**config.mk**
```make
export PLATFORM = sky130hd
export DESIGN_NAME = victim_cache
export DESIGN_NICKNAME = d
export VERILOG_FILES = /design/src/rtl/victim_cache.sv
export SDC_FILE = /design/constraint.sdc
export NUM_CORES = 1
export LEC_CHECK = 0
export BUFFER_PORTS_ARGS = -buffer_cell sky130_fd_sc_hd__buf_2
export CELL_PAD_IN_SITES_DETAIL_PLACEMENT = 1
export CELL_PAD_IN_SITES_GLOBAL_PLACEMENT = 1
export CORE_UTILIZATION = 50
export DETAILED_ROUTE_END_ITERATION = 8
export PLACE_DENSITY_LB_ADDON = 0.1
export SETUP_SLACK_MARGIN = 0.05
export SLEW_MARGIN = 10
export SYNTH_ARGS = -nofsm -noshare
export SYNTH_HDL_FRONTEND = slang
export SYNTH_SLANG_ARGS = --single-unit
```
**constraint.sdc**
```tcl
create_clock -name clk -period 19.9 [get_ports clk]
set_clock_uncertainty 0.1 [all_clocks]
set_input_delay 0 -clock clk [delete_from_list [all_inputs] [get_ports clk]]
set_output_delay 0 -clock clk [all_outputs]
set_load 0.01 [all_outputs]
```
**src/rtl/victim_cache.sv**
```systemverilog
// Victim cache: small fully associative store for lines evicted from the dcache.
// It holds one write-back buffer for dirty lines that are displaced or flushed.
// A single FSM sequences write-backs and the entry-by-entry flush scan.

module vc_tag_cmp #(
  parameter int LINE_ADDR_W = 28
) (
  input  logic                   valid,
  input  logic [LINE_ADDR_W-1:0] tag,
  input  logic [LINE_ADDR_W-1:0] lookup_addr,
  input  logic [LINE_ADDR_W-1:0] evict_addr,
  output logic                   lookup_match,
  output logic                   evict_match
);
  assign lookup_match = valid && (tag == lookup_addr);
  assign evict_match  = valid && (tag == evict_addr);
endmodule

module victim_cache #(
  parameter int VC_ENTRIES  = 4,
  parameter int LINE_ADDR_W = 28,
  parameter int LINE_W      = 128
) (
  input  logic                   clk,
  input  logic                   rst,
  input  logic                   lookup_req_i,
  input  logic [LINE_ADDR_W-1:0] lookup_addr_i,
  output logic                   victim_hit_o,
  output logic [LINE_W-1:0]      vc_line_o,
  output logic                   vc_line_dirty_o,
  input  logic                   write_from_victim_i,
  input  logic                   write_to_victim_i,
  input  logic [LINE_ADDR_W-1:0] evict_addr_i,
  input  logic [LINE_W-1:0]      evict_line_i,
  input  logic                   evict_dirty_i,
  output logic                   vc_ready_o,
  output logic                   vc2mem_req_o,
  output logic [LINE_ADDR_W-1:0] vc2mem_addr_o,
  output logic [LINE_W-1:0]      vc2mem_line_o,
  input  logic                   mem2vc_ack_i,
  input  logic                   vc_flush_i,
  output logic                   vc_flush_done_o
);
  localparam int IDX_W = $clog2(VC_ENTRIES);
  localparam logic [IDX_W-1:0] LAST_IDX = IDX_W'(VC_ENTRIES - 1);

  typedef enum logic [2:0] {
    VC_IDLE, VC_WB, VC_FLUSH_SCAN, VC_FLUSH_WB, VC_FLUSH_DONE
  } vc_state_e;

  vc_state_e state;

  logic [VC_ENTRIES-1:0]                  valid, dirty;
  logic [VC_ENTRIES-1:0][LINE_ADDR_W-1:0] tag;
  logic [VC_ENTRIES-1:0][LINE_W-1:0]      line;
  logic [IDX_W-1:0]                       rp, hit_idx, scan_idx;
  logic                                   flush_pend;
  logic [LINE_ADDR_W-1:0]                 wb_addr;
  logic [LINE_W-1:0]                      wb_line;

  logic [VC_ENTRIES-1:0] lk_match, ev_match;
  logic                  lk_any, ev_any, inv_any;
  logic [IDX_W-1:0]      lk_idx, ev_idx, inv_idx;
  logic [IDX_W-1:0]      ins_idx, wb_src;
  logic                  ins_spill, ins_adv;
  logic                  in_service, take, ins, spill, scan_hit, flush_next, lookup_ok;

  // One comparator per entry, checked against both the probe and the incoming line.
  for (genvar g = 0; g < VC_ENTRIES; g++) begin : g_cmp
    vc_tag_cmp #(.LINE_ADDR_W(LINE_ADDR_W)) u_cmp (
      .valid        (valid[g]),
      .tag          (tag[g]),
      .lookup_addr  (lookup_addr_i),
      .evict_addr   (evict_addr_i),
      .lookup_match (lk_match[g]),
      .evict_match  (ev_match[g])
    );
  end

  assign in_service = (state == VC_IDLE) || (state == VC_WB);
  assign vc_ready_o = (state == VC_IDLE);
  assign take       = write_from_victim_i && victim_hit_o && in_service;
  assign ins        = write_to_victim_i && (state == VC_IDLE);
  assign spill      = ins && ins_spill;
  assign scan_hit   = (state == VC_FLUSH_SCAN) && valid[scan_idx] && dirty[scan_idx];
  assign wb_src     = (state == VC_FLUSH_SCAN) ? scan_idx : rp;

  // A probe landing on the cycle we head into a flush would otherwise report
  // a hit while the flush is running, so it is dropped.
  assign flush_next = ((state == VC_IDLE) && vc_flush_i) ||
                      ((state == VC_WB) && mem2vc_ack_i && (flush_pend || vc_flush_i));
  assign lookup_ok  = lookup_req_i && in_service && !flush_next;

  assign vc2mem_addr_o = wb_addr;
  assign vc2mem_line_o = wb_line;

  // Lowest-index priority encoders for probe hit, same-address entry and free slot.
  always_comb begin
    lk_any  = 1'b0;
    lk_idx  = '0;
    ev_any  = 1'b0;
    ev_idx  = '0;
    inv_any = 1'b0;
    inv_idx = '0;
    for (int i = VC_ENTRIES - 1; i >= 0; i--) begin
      if (lk_match[i]) begin lk_any = 1'b1; lk_idx = IDX_W'(i); end
      if (ev_match[i]) begin ev_any = 1'b1; ev_idx = IDX_W'(i); end
      if (!valid[i])   begin inv_any = 1'b1; inv_idx = IDX_W'(i); end
    end
  end

  // Insert target: swap slot, else same-address entry, else free slot, else round-robin victim.
  always_comb begin
    ins_idx   = rp;
    ins_spill = 1'b0;
    ins_adv   = 1'b0;
    if (take)         ins_idx = hit_idx;
    else if (ev_any)  ins_idx = ev_idx;
    else if (inv_any) ins_idx = inv_idx;
    else begin
      ins_adv   = 1'b1;
      ins_spill = dirty[rp];
    end
  end

  // Line storage and write-back buffer; contents are meaningless until marked valid.
  always_ff @(posedge clk) begin
    if (ins) begin
      tag[ins_idx]  <= evict_addr_i;
      line[ins_idx] <= evict_line_i;
    end
    if (spill || scan_hit) begin
      wb_addr <= tag[wb_src];
      wb_line <= line[wb_src];
    end
  end

  // Control FSM with entry status, probe result and handshake outputs.
  always_ff @(posedge clk or posedge rst) begin
    if (rst) begin
      state           <= VC_IDLE;
      valid           <= '0;
      dirty           <= '0;
      rp              <= '0;
      hit_idx         <= '0;
      scan_idx        <= '0;
      flush_pend      <= 1'b0;
      victim_hit_o    <= 1'b0;
      vc_line_o       <= '0;
      vc_line_dirty_o <= 1'b0;
      vc2mem_req_o    <= 1'b0;
      vc_flush_done_o <= 1'b0;
    end else begin
      victim_hit_o    <= 1'b0;
      vc_flush_done_o <= 1'b0;
      if (lookup_ok) begin
        victim_hit_o <= lk_any;
        if (lk_any) begin
          hit_idx         <= lk_idx;
          vc_line_o       <= line[lk_idx];
          vc_line_dirty_o <= dirty[lk_idx];
        end
      end
      if (take) valid[hit_idx] <= 1'b0;
      if (ins) begin
        valid[ins_idx] <= 1'b1;
        dirty[ins_idx] <= evict_dirty_i;
        if (ins_adv) rp <= rp + 1'b1;
      end
      case (state)
        VC_IDLE: begin
          if (spill) begin
            state        <= VC_WB;
            vc2mem_req_o <= 1'b1;
            flush_pend   <= vc_flush_i;
          end else if (vc_flush_i) begin
            state    <= VC_FLUSH_SCAN;
            scan_idx <= '0;
          end
        end
        VC_WB: begin
          if (mem2vc_ack_i) begin
            vc2mem_req_o <= 1'b0;
            flush_pend   <= 1'b0;
            if (flush_pend || vc_flush_i) begin
              state    <= VC_FLUSH_SCAN;
              scan_idx <= '0;
            end else begin
              state <= VC_IDLE;
            end
          end else if (vc_flush_i) begin
            flush_pend <= 1'b1;
          end
        end
        VC_FLUSH_SCAN: begin
          valid[scan_idx] <= 1'b0;
          if (scan_hit) begin
            state        <= VC_FLUSH_WB;
            vc2mem_req_o <= 1'b1;
          end else if (scan_idx == LAST_IDX) begin
            state           <= VC_FLUSH_DONE;
            vc_flush_done_o <= 1'b1;
          end else begin
            scan_idx <= scan_idx + 1'b1;
          end
        end
        VC_FLUSH_WB: begin
          if (mem2vc_ack_i) begin
            vc2mem_req_o <= 1'b0;
            if (scan_idx == LAST_IDX) begin
              state           <= VC_FLUSH_DONE;
              vc_flush_done_o <= 1'b1;
            end else begin
              state    <= VC_FLUSH_SCAN;
              scan_idx <= scan_idx + 1'b1;
            end
          end
        end
        VC_FLUSH_DONE: begin
          rp    <= '0;
          state <= VC_IDLE;
        end
        default: state <= VC_IDLE;
      endcase
    end
  end
endmodule

```
# --- Word level (Yosys, flattened, before mapping) ---
# Cells that the tools add are included.
op_classes:
  magnitude_cmp: 9
  mux: 97
  n_eq_ne: 25
  add_sub_neg: 2
  n_reduce_logical: 40
  bitwise_logic: 5
op_table:
  columns: ["operator", "count"]
  rows:
  - ["$bmux W128 S2", 2]
  - ["$bwmux W512", 1]
  - ["$mux W128", 3]
  - ["$demux W128 S2", 1]
  - ["$eq A28 B28 Y1", 8]
  - ["$bwmux W112", 1]
  - ["$bmux W28 S2", 1]
  - ["$demux W28 S2", 1]
  - ["$mux W28", 2]
  - ["$mux W2", 27]
  - ["$mux W1", 35]
  - ["$logic_and A1 B1 Y1", 22]
  - ["$mux W3", 7]
  - ["$lt A2 B3 Y1 const B", 6]
  - ["$mux W4", 3]
  - ["$pmux W3 S4", 1]
  - ["$ne A2 B2 Y1 const B", 5]
  - ["$and A4 B4 Y4", 2]
  - ["$bmux W1 S2", 4]
  - ["$ne A2 B1 Y1 const B", 4]
  - ["$not A4 Y4", 2]
  - ["$pmux W2 S4", 1]
  - ["$reduce_and A4 Y1", 2]
  - ["$reduce_and A7 Y1", 1]
  - ["23 further kinds", 36]
totals:
  wordCells: 200
  ff_bits: 930
  output_inout_bits: 289

# --- Longest topological paths before layout ---
depth:
  ltp_word: 16
  mapped_depth: 11
  ltp_nobuf: 8

# --- Hierarchy ---
# From an unflattened synthesis, not the netlist that was laid out.
hier_totals:
  hier_cells: 1852
  hier_area_um2: 38921.1
by_module_without_submodules:
  columns: ["mod", "cells_per_inst", "instances", "area_each_um2"]
  rows:
  - ["victim_cache", 1536, 1, 36423.7]
  - ["vc_tag_cmp", 79, 4, 624.3]

# --- Worst setup path before layout ---
# OpenSTA, ideal clock, no wires.
synth_path:
  kind: "reg2reg"
  from: "reg tag[37] in the netlist's numbering"
  to: "reg dirty[0]"
  synth_period_minus_slack_ns: 13.794
  t_arrival_ns: 13.573
  stages_incl_launch_ff: 9
  n_path_buf: 0
  path_slack_ns: 6.106
  path_cell_list: "edfxtp_1 -> xnor2_1 -> nand4_1 -> nor4_1 -> nand4_1 -> and2_1 -> a22o_1 -> nor3_1 -> mux2_2"
synth_via:
  elab_chain_len: 11
synth_rtl:
  columns: ["element", "line_no", "text"]
  rows:
  - ["start, declared", "54", "logic [VC_ENTRIES-1:0][LINE_ADDR_W-1:0] tag;"]
  - ["start signal, assigned by index", "129", "tag[ins_idx] <= evict_addr_i;"]
  - ["$eq A28 B28 Y1 (*)", "16", "assign evict_match = valid && (tag == evict_addr);"]
  - ["$logic_and A1 B1 Y1 (*)", "16", null]
  - ["$mux W2 / $mux W1 (equally long branches) (2 in a row)", "107", "if (ev_match[i]) begin ev_any = 1'b1; ev_idx = IDX_W'(i); end"]
  - ["$mux W2 (*)", "118", "else if (ev_any) ins_idx = ev_idx;"]
  - ["$mux W2 (*)", "117", "if (take) ins_idx = hit_idx;"]
  - ["$lt A2 B3 Y1 (not written as such) / $ge A2 B1 Y1 (equally long branches)", "167", "dirty[ins_idx] <= evict_dirty_i;"]
  - ["$logic_and A1 B1 Y1 (not written as such)", "167", null]
  - ["$mux W1 (not written as such)", "167", null]
  - ["$demux W1 S2 (*)", "167", null]
  - ["$bwmux W4 (*)", "167", null]
  - ["end signal, assigned by index", "167", null]
  - ["end, declared", "53", "logic [VC_ENTRIES-1:0] valid, dirty;"]
# Mark *: on every way between the ends. The rest lies on a longest branch, timed or not.
# A chain may end at the register's enable or synchronous reset.

# --- Worst setup path in the final report ---
layout_path:
  from: "reg tag[111] in the netlist's numbering"
  to: "reg vc_line_o[56]"
layout_via:
  elab_chain_len: 8
layout_rtl:
  columns: ["element", "line_no", "text"]
  rows:
  - ["$eq A28 B28 Y1 (*)", "15", "assign lookup_match = valid && (tag == lookup_addr);"]
  - ["$logic_and A1 B1 Y1 (*)", "15", null]
  - ["$mux W2 (4 in a row)", "106", "if (lk_match[i]) begin lk_any = 1'b1; lk_idx = IDX_W'(i); end"]
  - ["$bmux W128 S2", "160", "vc_line_o <= line[lk_idx];"]
  - ["$mux W128 (not written as such)", "160", null]
  - ["end signal, assigned", "160", null]
  - ["end, declared", "29", "output logic [LINE_W-1:0] vc_line_o,"]
# Mark *: on every way between the ends. The rest lies on a longest branch, timed or not. The select of a mux whose other input is x is not followed.

==> results.toml <==
[setup_path]
crit-reg2reg-launch = "tag[111]$_DFFE_PP_"
cell_with_the_most_instances_on_the_worst_path = "buf_4"
crit_path_start_kind = "flip-flop"
timing.critical_path.fanout_max = 38
crit_chain = "xor2_1 > or4_1 > nor4_1 > o211ai_1 > a21oi_4 > buf_4 > buf_4 > mux2i_1 > a21oi_1"
critical_path.max_stage_delay_ps = 760
cp-startpoint = "tag[111]$_DFFE_PP_"
critPathKind = "reg2reg"
worstSetupEndpointType = "flip-flop"
crit_path_top_delay_cell = "buf_4"
cp_data_required_time_ps = 20280
arrival_ps = 5320
r2r_slack_ps = 14950

[floorplan]
dieHeight_um = 282
initial_core_utilization_pct = 50.6
dieWidth_um = 282
design.portCount = 481
core_area_um2 = 77500
floorplan.die_area_um2 = 79400
rows = 102

[global_route]
grtUsageTotal_pct = 30.4
gr-total-overflow = 0
grt_start_max_net_pins = 114
first_global_vias = 26257
grt_antenna_before_repair = 12
grt_first_pass_wirelength_um = 175000

[cells_and_area]
final_core_util_pct = 62.5
area_growth_pct = 23.6
fillCellCount = 6955
post_route_cells_drive_above_1_share_pct = 28.1
nNetsFinal = 3128

[yosys]
synth_area_leaders = "edfxtp_1 (60%), dfrtp_1 (9.6%), mux4_2 (9.0%), mux2i_1 (6.6%), xnor2_1 (3.5%)"
seq_area_frac_synth_pct = 69.4
biggest_area_consumer_among_synthesized_cells = "edfxtp_1"
synth_cell_type_count = 47
synth_nets = 2401
synthArstFlopShare_pct = 16.1
synth.avg_cell_area_um2 = 17.8
synth-edff-count = 780
netlist.area_leader.share_pct = 59.8
synth_warnings = 0
dominant_register_cell_in_the_synthesized_netlist = "edfxtp_1"
synth.ff_latch_count = 930
post_synth_inst_count = 2205
post_synth_instance_area_um2 = 39200

[clocking]
root_buffer = "clkbuf_16"
postCtsHoldBufs = 246
cts_tree = "done"
maximum_count_of_clock_buffers_along_a_single_path = 3
clk_pin_slew_worst_paths_ps = 70
cts_buffer_count = 97
htree_num_levels = 3
clock_latency_ps = 660
clock-sinks = 930
post-cts-setup-buffer-count = 0
cts.repair.resized = 0

[placed_design]
buffer_ports.inserted = 480
finalWeightedCongestion = 0.931
detailed_place_hpwl_um = 73500

[routing]
drt_iter0_markers = 1610
vias_per_cell = 5.93
ant_nets = 0
totalWireLength_um = 121000
drtPass1Iterations = 5
post_drt_wl_per_cell_um = 29.8
vias = 24078
detail_route.drc_violations = 0

[min_path]
timing.hold.worst.start = "evict_line_i[53]"
hold_class = "in2reg"

[timing]
setup_tns_ps = 0
worst_slew_margin_rel_pct = 20.0
timing_worst_slew_pin_value_ps = 1170
maxSlewViolCount = 0
timing.final.setup_violations = 0
period_needed_ps = 4950
unrepaired_setup_endpoints_after_global_routing = "false"
timing.fmax_mhz = 202
min_period_over_period_pct = 24.9
finalHoldViolations = 0

[run_status]
outcome = "finished, final reports clean"

[run]
max_cap_violations = 0

[pwr]
cellPowerDensity_nw_per_um2 = 114
ir_worst_vdd_mv = 0.110
static-leakage-power_nw = 17.1
-- flip-flops by register name, indices dropped and copies added (netlist names), 3 cells and up --
signal         flops
dirty              4
line             512
state              3
tag              112
valid              4
vc2mem_addr_o     28
vc2mem_line_o    128
vc_line_o        128
-- critical path, delay by kind of cell, from the launching register on --
family                 cells  cell delay, ps
multiplexers               1             310
AO/OA/AOI/OAI              3            1080
buffers and inverters      2            1500
XOR/XNOR                   1             240
AND/OR/NAND/NOR            2             990
flip-flops                 1             440
-- placed cells by master, fill, tap and decap left out, types with 31 or more instances in the layout --
cell type,Yosys,routed
xor2_1,71,71
dfrtp_1,150,150
mux4_2,157,157
clkbuf_16,0,98
a21oi_1,140,139
nand4_1,50,50
nor4_1,33,33
edfxtp_1,780,780
o22a_1,130,130
xnor2_1,155,155
nand2_1,31,31
mux2i_1,260,258
buf_2,16,480
buf_4,11,31
dlygate4sd3_1,0,246
-- where the power goes --
group | total (mW) | internal, mW | switching, mW
Clock | 1.87 | 1.10 | 0.776
Combinational | 1.10 | 0.462 | 0.639
Sequential | 2.56 | 2.44 | 0.121
Total | 5.53 | 4.00 | 1.54
-- cells by family after synthesis --
group                    synth area share (%)
XOR/XNOR                                 5.05
flip-flops                               69.4
AND/OR/NAND/NOR                          2.58
AO/OA/AOI/OAI                            5.27
adder cells (fa/ha/maj)                 0.128
buffers and inverters                    1.75
multiplexers                             15.8
-- per-layer routing --
layer / up-vias / track usage [%] / share of wire [%]
met1: 12744 / 39.1 / 40
met5: - / 0 / 0.040
met2: 829 / 51.5 / 50
met4: 8 / 11.3 / 3.7
li1: 10284 / - / -
met3: 213 / 5.72 / 6.2
-- final timing paths --
kind / endpoint / cells after the start
setup / recovery: vc_line_o[56]$_DFFE_PP0P_ / 9
setup reg to reg: vc_line_o[56]$_DFFE_PP0P_ / 9
hold reg to reg: vc_line_o[104]$_DFFE_PP0P_ / 2
hold / removal: line[181]$_DFFE_PP_ / 2
min in group asynchronous: vc_line_o[84]$_DFFE_PP0P_ / 4
max in group asynchronous: vc_line_o[81]$_DFFE_PP0P_ / 6
-- metrics by stage --
stage / cell area [µm²] / setup slack, ps / total power, mW / hold slack (ps) / cells
finish: 48400 / 14950 / 5.53 / 16.3 / 4062
global route: 48400 / 14790 / 5.71 / 3.07 / 4061
CTS: 48400 / 14960 / 5.57 / 0.0911 / 4054
detailed placement: 42600 / 15000 / 3.66 / 25.2 / 3627
global placement: 42600 / 15080 / 3.63 / 30.0 / 3627
floorplan: 39200 / 6110 / 3.27 / -1.13 / 2205
-- cell usage after synthesis, types with 3 or more instances --
master,number
nor4_1,33
ha_1,4
or4_1,4
buf_6,12
buf_2,16
nand3_1,9
o21ai_0,9
a31oi_1,3
mux2_2,5
mux4_2,157
o22a_1,130
nor3_1,14
a21oi_1,140
mux2i_1,260
clkbuf_1,71
edfxtp_1,780
nand2_1,31
inv_1,10
xnor2_1,155
nand4_1,50
or3b_2,3
and2_1,3
buf_1,22
nor2_1,14
buf_4,11
a2bb2oi_1,4
xor2_1,71
nand2b_1,7
o211ai_1,4
dfrtp_1,150
-- layout make-up --
| cell class | instances | area (µm²) | area share (%) |
|---|---|---|---|
| sequential | 930 | 27200 | 56.1 |
| multi-input combinational | 1133 | 11400 | 23.5 |
| timing repair buffer | 760 | 5160 | 10.7 |
| clock buffer | 134 | 2780 | 5.74 |
| tap | 1040 | 1300 | 2.69 |
| clock inverter | 47 | 542 | 1.12 |
| inverter | 10 | 47.5 | 0.0982 |
| antenna | 8 | 20.0 | 0.0414 |
Note: power is estimated with default switching activity, not from simulation.
